### src/rtl/acia_port_arbiter.sv
// Round-robin arbiter that shares one 6800-style ACIA register port between two
// requesters. The selected access is held across the E fall that commits it.
module acia_port_arbiter #(
  parameter int E_TIMEOUT = 64
) (
  input  logic       clk,
  input  logic       reset,
  input  logic       E,
  input  logic       a_req,
  input  logic       a_rs,
  input  logic       a_rw,
  input  logic [7:0] a_wdata,
  output logic       a_ack,
  output logic       a_err,
  input  logic       b_req,
  input  logic       b_rs,
  input  logic       b_rw,
  input  logic [7:0] b_wdata,
  output logic       b_ack,
  output logic       b_err,
  output logic [7:0] rdata,
  output logic       acia_sel,
  output logic       acia_rs,
  output logic       acia_rw,
  output logic [7:0] acia_din,
  input  logic [7:0] acia_dout
);

  typedef enum logic [1:0] {
    IDLE   = 2'd0,
    ACCESS = 2'd1,
    DONE   = 2'd2
  } state_t;

  localparam logic [7:0] CNT_LIMIT = 8'(E_TIMEOUT - 1);

  state_t     state;
  logic       e_d;
  logic       last_b;
  logic       grant_b;
  logic [7:0] cnt;

  logic       e_fall;
  logic       any_req;
  logic       pick_b;
  logic       pick_rs;
  logic       pick_rw;
  logic [7:0] pick_wdata;

  // Same falling-edge strobe the ACIA uses to commit an access
  assign e_fall = e_d & ~E;

  // Round-robin choice and the field set of the port that would win this cycle
  always_comb begin
    any_req = a_req | b_req;
    if (a_req && b_req) begin
      pick_b = ~last_b;
    end else begin
      pick_b = b_req;
    end
    if (pick_b) begin
      pick_rs    = b_rs;
      pick_rw    = b_rw;
      pick_wdata = b_wdata;
    end else begin
      pick_rs    = a_rs;
      pick_rw    = a_rw;
      pick_wdata = a_wdata;
    end
  end

  // Arbitration FSM; every output is a register written here
  always_ff @(posedge clk) begin
    if (reset) begin
      state    <= IDLE;
      e_d      <= 1'b0;
      last_b   <= 1'b0;
      grant_b  <= 1'b0;
      cnt      <= 8'd0;
      acia_sel <= 1'b0;
      acia_rs  <= 1'b0;
      acia_rw  <= 1'b1;
      acia_din <= 8'd0;
      rdata    <= 8'd0;
      a_ack    <= 1'b0;
      a_err    <= 1'b0;
      b_ack    <= 1'b0;
      b_err    <= 1'b0;
    end else begin
      e_d <= E;
      case (state)
        IDLE: begin
          if (any_req) begin
            grant_b  <= pick_b;
            acia_rs  <= pick_rs;
            acia_rw  <= pick_rw;
            acia_din <= pick_wdata;
            acia_sel <= 1'b1;
            cnt      <= 8'd0;
            state    <= ACCESS;
          end
        end
        ACCESS: begin
          // A commit on the limit cycle still counts as a completed access
          if (e_fall) begin
            if (acia_rw) begin
              rdata <= acia_dout;
            end
            acia_sel <= 1'b0;
            a_ack    <= ~grant_b;
            b_ack    <= grant_b;
            state    <= DONE;
          end else if (cnt == CNT_LIMIT) begin
            acia_sel <= 1'b0;
            a_err    <= ~grant_b;
            b_err    <= grant_b;
            state    <= DONE;
          end else begin
            cnt <= cnt + 8'd1;
          end
        end
        DONE: begin
          a_ack  <= 1'b0;
          a_err  <= 1'b0;
          b_ack  <= 1'b0;
          b_err  <= 1'b0;
          last_b <= grant_b;
          state  <= IDLE;
        end
        default: begin
          acia_sel <= 1'b0;
          a_ack    <= 1'b0;
          a_err    <= 1'b0;
          b_ack    <= 1'b0;
          b_err    <= 1'b0;
          state    <= IDLE;
        end
      endcase
    end
  end

endmodule

### config.mk
export PLATFORM = sky130hd
export DESIGN_NAME = acia_port_arbiter
export DESIGN_NICKNAME = d
export VERILOG_FILES = /design/src/rtl/acia_port_arbiter.sv
export SDC_FILE = /design/constraint.sdc
export NUM_CORES = 1
export LEC_CHECK = 0
export CORE_UTILIZATION = 40
export DETAILED_ROUTE_END_ITERATION = 16
export DONT_BUFFER_PORTS = 1
export GPL_TIMING_DRIVEN = 0
export PLACE_DENSITY = 0.57
export SLEW_MARGIN = 20
export SYNTH_ARGS = -nofsm -noshare
export SYNTH_HDL_FRONTEND = slang
export SYNTH_SLANG_ARGS = --single-unit
### constraint.sdc
create_clock -name clk -period 2.1 [get_ports clk]
set_clock_uncertainty 0.15 [all_clocks]
set_input_delay 0.21 -clock clk [delete_from_list [all_inputs] [get_ports clk]]
set_output_delay 0.21 -clock clk [all_outputs]
set_load 0.05 [all_outputs]
==> flow_summary_export.csv, run 1 <==
group,metric,value,unit
status,outcome,"complete, no violations",
clocking,postCtsSetupBuffers,0,
timing,worstMarginPinSlew,0.5799,ns
drt,wl_per_cell,15.47,um
final_layout,final_common_cell,"dfxtp_1",
floorplan,initial_core_util,0.4298,
placed_design,io_buffers,0,
timing,rsz0062_at_grt,"no",
global_route,met2_usage,0.2934,
yosys,syn_nets,204,
critical_path,crit_path_top_delay_cell,"dfxtp_1",
critical_path,slowest_delay,0.34,ns
final_layout,final_cell_mix,"36 x dfxtp_1, 25 x nor2_1, 21 x mux2i_1",
yosys,ys_seq_area_frac,0.4414,
critical_path,cp_top_family,"simple AND/OR/NAND/NOR gates",
timing,slew_headroom,0.6117,
critical_path,cp_max_fo,6,
clocking,max-clock-path-buffers,2,
power,p_sw,0.4186,mW
yosys,synth-seq-cells,36,
global_route,grt_usage,0.1773,
global_route,grt_pass1_wl,5823,um
yosys,syn_inst,170,
floorplan,coreArea,3799,um^2
placed_design,dp.cells,218,
clocking,cts.clk_slew.worst_paths,0.07,ns
floorplan,die_y,65.89,um
power,seqPwrFrac,0.575,
global_route,grt_pass1_vias,1304,
yosys,syn-cell-area,1633,um^2
placed_design,dpl.hpwl,2663,um
drt,drtIter0Drc,68,
drt,drt.antenna.violating_nets,0,
critical_path,critPathKind,"flop to flop",
drt,dr.pass1.iters,4,
clocking,cts_tree,"built",
final_layout,nets,220,
drt,via_per_inst,5.603,
yosys,synth_edf_count,0,
final_layout,syn2layout_area_growth,13.95,%
power,cellInternalPower,1.010,mW
global_route,grt_busiest_layer,"met2",
critical_path,critPathBufInv,0,
clocking,insertion_delay,0.29,ns
global_route,grt-ovfl-total,0,
yosys,yosysUniqueCellTypes,45,
yosys,synthArstFlopShare,0,
floorplan,floorplan.rows,22,
power,power_frac_clock,0.320,
critical_path,required,2.17,ns
critical_path,crit_chain,"ha_1 -> and4_1 -> and3_2 -> a21boi_4 -> mux2i_1",
run,drv_cap,0,
timing,timing.setup.tns,0,ns
yosys,syn_avg_cell_area,9.605,um^2
critical_path,worstSetupStartpointType,"flop",
drt,drc,0,
yosys,ys.warnings.count,0,
power,switching_share,0.2930,
clocking,numClockSinks,36,
power,share_comb_of_total_power,0.105,
final_layout,drive_gt1_frac,0.1129,
floorplan,die_width,65.89,um
timing,timing.fmax,0.5801,GHz
clocking,htree_levels,2,
drt,routed_wl,3621,um
clocking,cts_inserted_buffers,5,
clocking,cts_root_buf,"clkbuf_8",
floorplan,die-area,4341,um^2
timing,final.min_clock_period,1.724,ns
global_route,grtUsageMet1,0.2144,
timing,fin_crit_sh,0.8209,
final_layout,fin_cells,234,
floorplan,ioPinCount,56,
power,p_leak,0.7708,nW
power,power_density,768.0,nW/um^2
timing,drv_slew,0,
final_layout,insertedDiodeCount,0,
global_route,antenna_found_initial,0,
global_route,grt_max_degree,11,
timing,finalSetupViolCount,0,
critical_path,cp_data_arrival_time,1.79,ns
timing,hold_violations,0,
placed_design,gp_congestion,0.8023,
yosys,synthFlopType,"dfxtp_1",
drt,vias,1311,
global_route,grt_use_met3,0.05345,
critical_path,cp-end-kind,"flop",
power,ir_drop,0.5288,mV
hold_path,min_path_type,"input port to flop",
-- sequential cells by signal (all words and copies together) (netlist names) --
register	cells
rdata	8
cnt	8
acia_sel	1
b_err	1
last_b	1
grant_b	1
acia_rs	1
a_err	1
b_ack	1
a_ack	1
acia_din	8
state	2
acia_rw	1
e_d	1
-- power by group through the flow --
stage,clock network [mW],registers (mW),logic [mW]
after CTS,0.465,0.822,0.152
after global placement,0,0.836,0.133
after detailed placement,0,0.838,0.138
after global routing,0.489,0.825,0.169
final,0.457,0.821,0.151
after floorplan,0,0.831,0.113
-- through the flow --
stage	worst slack [ns]	total power, mW	cell area, um^2	hold WS (ns)	utilization
detailed placement	0.3103	0.9759	1693	0.2011	0.4457
global placement	0.3942	0.9691	1693	0.1982	0.4457
CTS	0.3721	1.438	1861	0.009026	0.4898
finish	0.3760	1.429	1861	0.006859	0.4898
global route	0.2720	1.482	1861	0.01650	0.4898
floorplan	0.5218	0.9438	1633	0.1882	-
-- timing repair --
| item | CTS | global route |
|---|---|---|
| hold endpoints to repair | 9 | 0 |
| resized for setup | 0 | 0 |
| hold buffers | 9 | 0 |
-- cell usage after synthesis, types with 2 or more instances --
library cell | count | area (um^2)
nor3_1 | 5 | 25.02
dfxtp_1 | 36 | 720.7
clkbuf_1 | 5 | 18.77
inv_1 | 2 | 7.510
nand2_1 | 6 | 22.52
mux2i_1 | 21 | 210.2
or3_1 | 2 | 12.51
buf_2 | 2 | 10.01
nor4b_1 | 2 | 17.52
nand4_1 | 2 | 12.51
a21oi_1 | 3 | 15.01
nand3_1 | 5 | 25.02
a211oi_1 | 10 | 75.07
nor2b_1 | 5 | 31.28
o21ai_0 | 5 | 25.02
nand2b_1 | 3 | 18.77
nor2_1 | 25 | 93.84
a32o_1 | 2 | 20.02
a21boi_0 | 2 | 15.01
a31oi_1 | 2 | 12.51
-- metal layers --
metal  part of all wire  wire length [um]
met1               0.42              1535
met2               0.50              1802
met3              0.061               221
met4              0.017                61
met5                  0                 0
-- path summary, 6_finish.rpt --
kind | from | end | slack [ns] | cells past startpoint
setup / recovery | cnt[0] | cnt[1] | 0.38 | 5
hold / removal | a_wdata[0] | acia_din[0] | 0.007 | 2
setup reg to reg | cnt[0] | cnt[1] | 0.38 | 5
hold reg to reg | last_b | last_b | 0.32 | 2
-- layout make-up --
| type | instances | area (um^2) |
|---|---|---|
| fillers | 361 | 1938 |
| multi-input cells | 122 | 853.3 |
| flip-flops and latches | 36 | 720.7 |
| repair buffers | 9 | 90.09 |
| clock buffers | 6 | 72.57 |
| well taps | 48 | 60.06 |
| plain buffers | 10 | 51.30 |
| inverters | 2 | 7.507 |
| clock inverters | 1 | 5.005 |
-- cell families after synthesis --
| kind of cell | share of synthesized area |
|---|---|
| and+or+nand+nor | 0.2330 |
| DFF | 0.4414 |
| AOI/OAI and AO/OA | 0.1464 |
| muxes | 0.1356 |
| buffers and inverters | 0.03602 |
| adders and majority gates | 0.007662 |
-- worst register-to-register path: stages, from the launching register on --
cell      delay, ns
dfxtp_1        0.34
ha_1           0.24
and4_1         0.25
and3_2         0.24
a21boi_4       0.24
mux2i_1        0.21
(Power assumes the default switching activity.)
==> run 2: changes to the inputs <==
==> constraint.sdc (replaced) <==
create_clock -name clk -period 1.65 [get_ports clk]
set_clock_uncertainty 0.15 [all_clocks]
set_input_delay 0.165 -clock clk [delete_from_list [all_inputs] [get_ports clk]]
set_output_delay 0.165 -clock clk [all_outputs]
set_load 0.05 [all_outputs]
==> flow_summary_export.csv, run 2 (synthesis gave the netlist of run 1 again) <==
group,metric,value,unit
critical_path,crit_path_top_delay_cell,"or3_4",
drt,drtIter0Drc,72,
final_layout,syn2layout_area_growth,29.73,%
final_layout,drive_gt1_frac,0.1739,
floorplan,die-area,4341,um^2
status,violations,"negative hold slack",
timing,slew_headroom,0.6488,
final_layout,top_regs,"acia_din: 8 flops, cnt: 8 flops, rdata: 8 flops",
timing,final.min_clock_period,1.593,ns
final_layout,nets,241,
drt,vias,1439,
timing,drv_slew,0,
final_layout,fillCellCount,333,
global_route,grt_pass1_vias,1420,
timing,fin_crit_sh,0.9655,
global_route,grt_usage,0.1884,
timing,finalSetupViolCount,0,
floorplan,floorplan.rows,22,
clocking,insertion_delay,0.29,ns
floorplan,ioPinCount,56,
critical_path,cp_data_arrival_time,1.62,ns
critical_path,critPathBufInv,1,
drt,routed_wl,4099,um
final_layout,final_common_cell,"dfxtp_1",
hold_path,min_path_type,"input port to flop",
run,drv_cap,0,
drt,via_per_inst,5.643,
global_route,grt_pass1_wl,6237,um
floorplan,initial_core_util,0.4298,
placed_design,dpl.hpwl,2663,um
floorplan,die_width,65.89,um
power,p_leak,0.8678,nW
timing,timing.hold.ws,-0.01327,ns
critical_path,cp_max_fo,9,
timing,timing.setup.tns,0,ns
floorplan,die_y,65.89,um
clocking,max-clock-path-buffers,2,
global_route,grt_max_degree,11,
final_layout,final_cell_mix,"32 x dfxtp_1, 25 x nor2_1, 25 x dlygate4sd3_1",
drt,drt.antenna.violating_nets,0,
timing,post-route-worst-setup-slack,0.05699,ns
global_route,antenna_found_initial,0,
power,power_density,891.6,nW/um^2
critical_path,crit_chain,"buf_6 -> or3_4 -> and3_4 -> a21boi_4 -> a32o_1",
clocking,cts_tree,"built",
critical_path,cp-end-kind,"flop",
status,outcome,"complete, but fails checks",
critical_path,cp_top_family,"simple AND/OR/NAND/NOR gates",
clocking,cts.clk_slew.worst_paths,0.07,ns
clocking,cts_inserted_buffers,5,
placed_design,gp_congestion,0.8023,
power,ir_drop,0.6783,mV
floorplan,coreArea,3799,um^2
drt,dr.pass1.iters,4,
drt,wl_per_cell,16.07,um
timing,timing.fmax,0.6277,GHz
critical_path,worstSetupStartpointType,"flop",
critical_path,slowest_delay,0.34,ns
clocking,cts_root_buf,"clkbuf_8",
clocking,htree_levels,2,
critical_path,required,1.68,ns
power,finalPower,1.889,mW
global_route,grt-ovfl-total,0,
timing,hold_violations,1,
clocking,numClockSinks,36,
final_layout,insertedDiodeCount,0,
critical_path,critPathKind,"flop to flop",
drt,drc,0,
timing,worstMarginPinSlew,0.5260,ns
placed_design,place_ws,-0.09466,ns
placed_design,io_buffers,0,
## run 2: cell types whose count changed in the layout (fill, tap and decap cells not counted), moves of 2 or more
cell           previous run  this run
clkbuf_1                  6         4
dlygate4sd3_1             9        25
buf_4                     1         8
dfxtp_1                  36        32
dfxtp_2                   0         4
## run 2: repair_timing
action | CTS | global route
pin swaps | 1 | 5
endpoints found under the hold margin | 17 | 0
hold buffers | 25 | 0
setup buffers | 1 | 5
endpoints found under the setup margin | 15 | 25
gates resized for setup | 3 | 14
## run 2: layout make-up
class / count / area [um^2] / share of cell area
Clock buffer: 6 / 72.57 / 0.03426
Timing Repair Buffer: 31 / 295.3 / 0.1394
Clock inverter: 1 / 5.005 / 0.002363
Buffer: 9 / 51.30 / 0.02422
Inverter: 2 / 7.507 / 0.003544
Multi-Input combinational cell: 122 / 900.9 / 0.4253
Sequential cell: 36 / 725.7 / 0.3426
Tap cell: 48 / 60.06 / 0.02835
## run 2: power breakdown
part	switching [mW]	internal, mW	leakage [nW]
registers	0.139	0.910	0.295
logic	0.119	0.134	0.532
clock network	0.299	0.287	0.0410
total	0.557	1.33	0.868
## run 2: worst register-to-register path, stage by stage, from the launching register on
cell and delay (ns):
dfxtp_1 0.31, buf_6 0.13, or3_4 0.34, and3_4 0.18, a21boi_4 0.16, a32o_1 0.21
## run 2: per-layer routing
layer	vias to the layer above	global-route usage	part of all wire	wire, um
met4	0	0.07065	0.013	54
met2	47	0.3138	0.53	2174
met5	-	0	0	0
li1	689	-	-	-
met1	696	0.2265	0.40	1642
met3	7	0.05517	0.055	227
## run 2: metrics by stage
stage	instance area [um^2]	std cells	utilization
after CTS	2034	251	0.5356
after global placement	1693	218	0.4457
after floorplan	1633	170	-
after detailed placement	1693	218	0.4457
final	2118	255	0.5576
after global routing	2118	255	0.5576
## run 2: final timing paths
check	from	endpoint	slack (ns)	cells after the start
max	state[0]	cnt[4]	0.06	5
min reg2reg	last_b	last_b	0.34	2
max reg2reg	state[0]	cnt[4]	0.06	5
min	a_wdata[7]	acia_din[7]	-0.01	2
==> run 3: changes to the inputs <==
--- a/config.mk
+++ b/config.mk
@@ -6,11 +6,12 @@
 export NUM_CORES = 1
 export LEC_CHECK = 0
 export CORE_UTILIZATION = 40
+export CTS_CLUSTER_DIAMETER = 120
 export DETAILED_ROUTE_END_ITERATION = 16
 export DONT_BUFFER_PORTS = 1
 export GPL_TIMING_DRIVEN = 0
 export PLACE_DENSITY = 0.57
-export SLEW_MARGIN = 20
+export SLEW_MARGIN = 25
 export SYNTH_ARGS = -nofsm -noshare
 export SYNTH_HDL_FRONTEND = slang
 export SYNTH_SLANG_ARGS = --single-unit
==> results of run 3 <==
No change in the layout: final DEF, timing and power equal those of run 2.
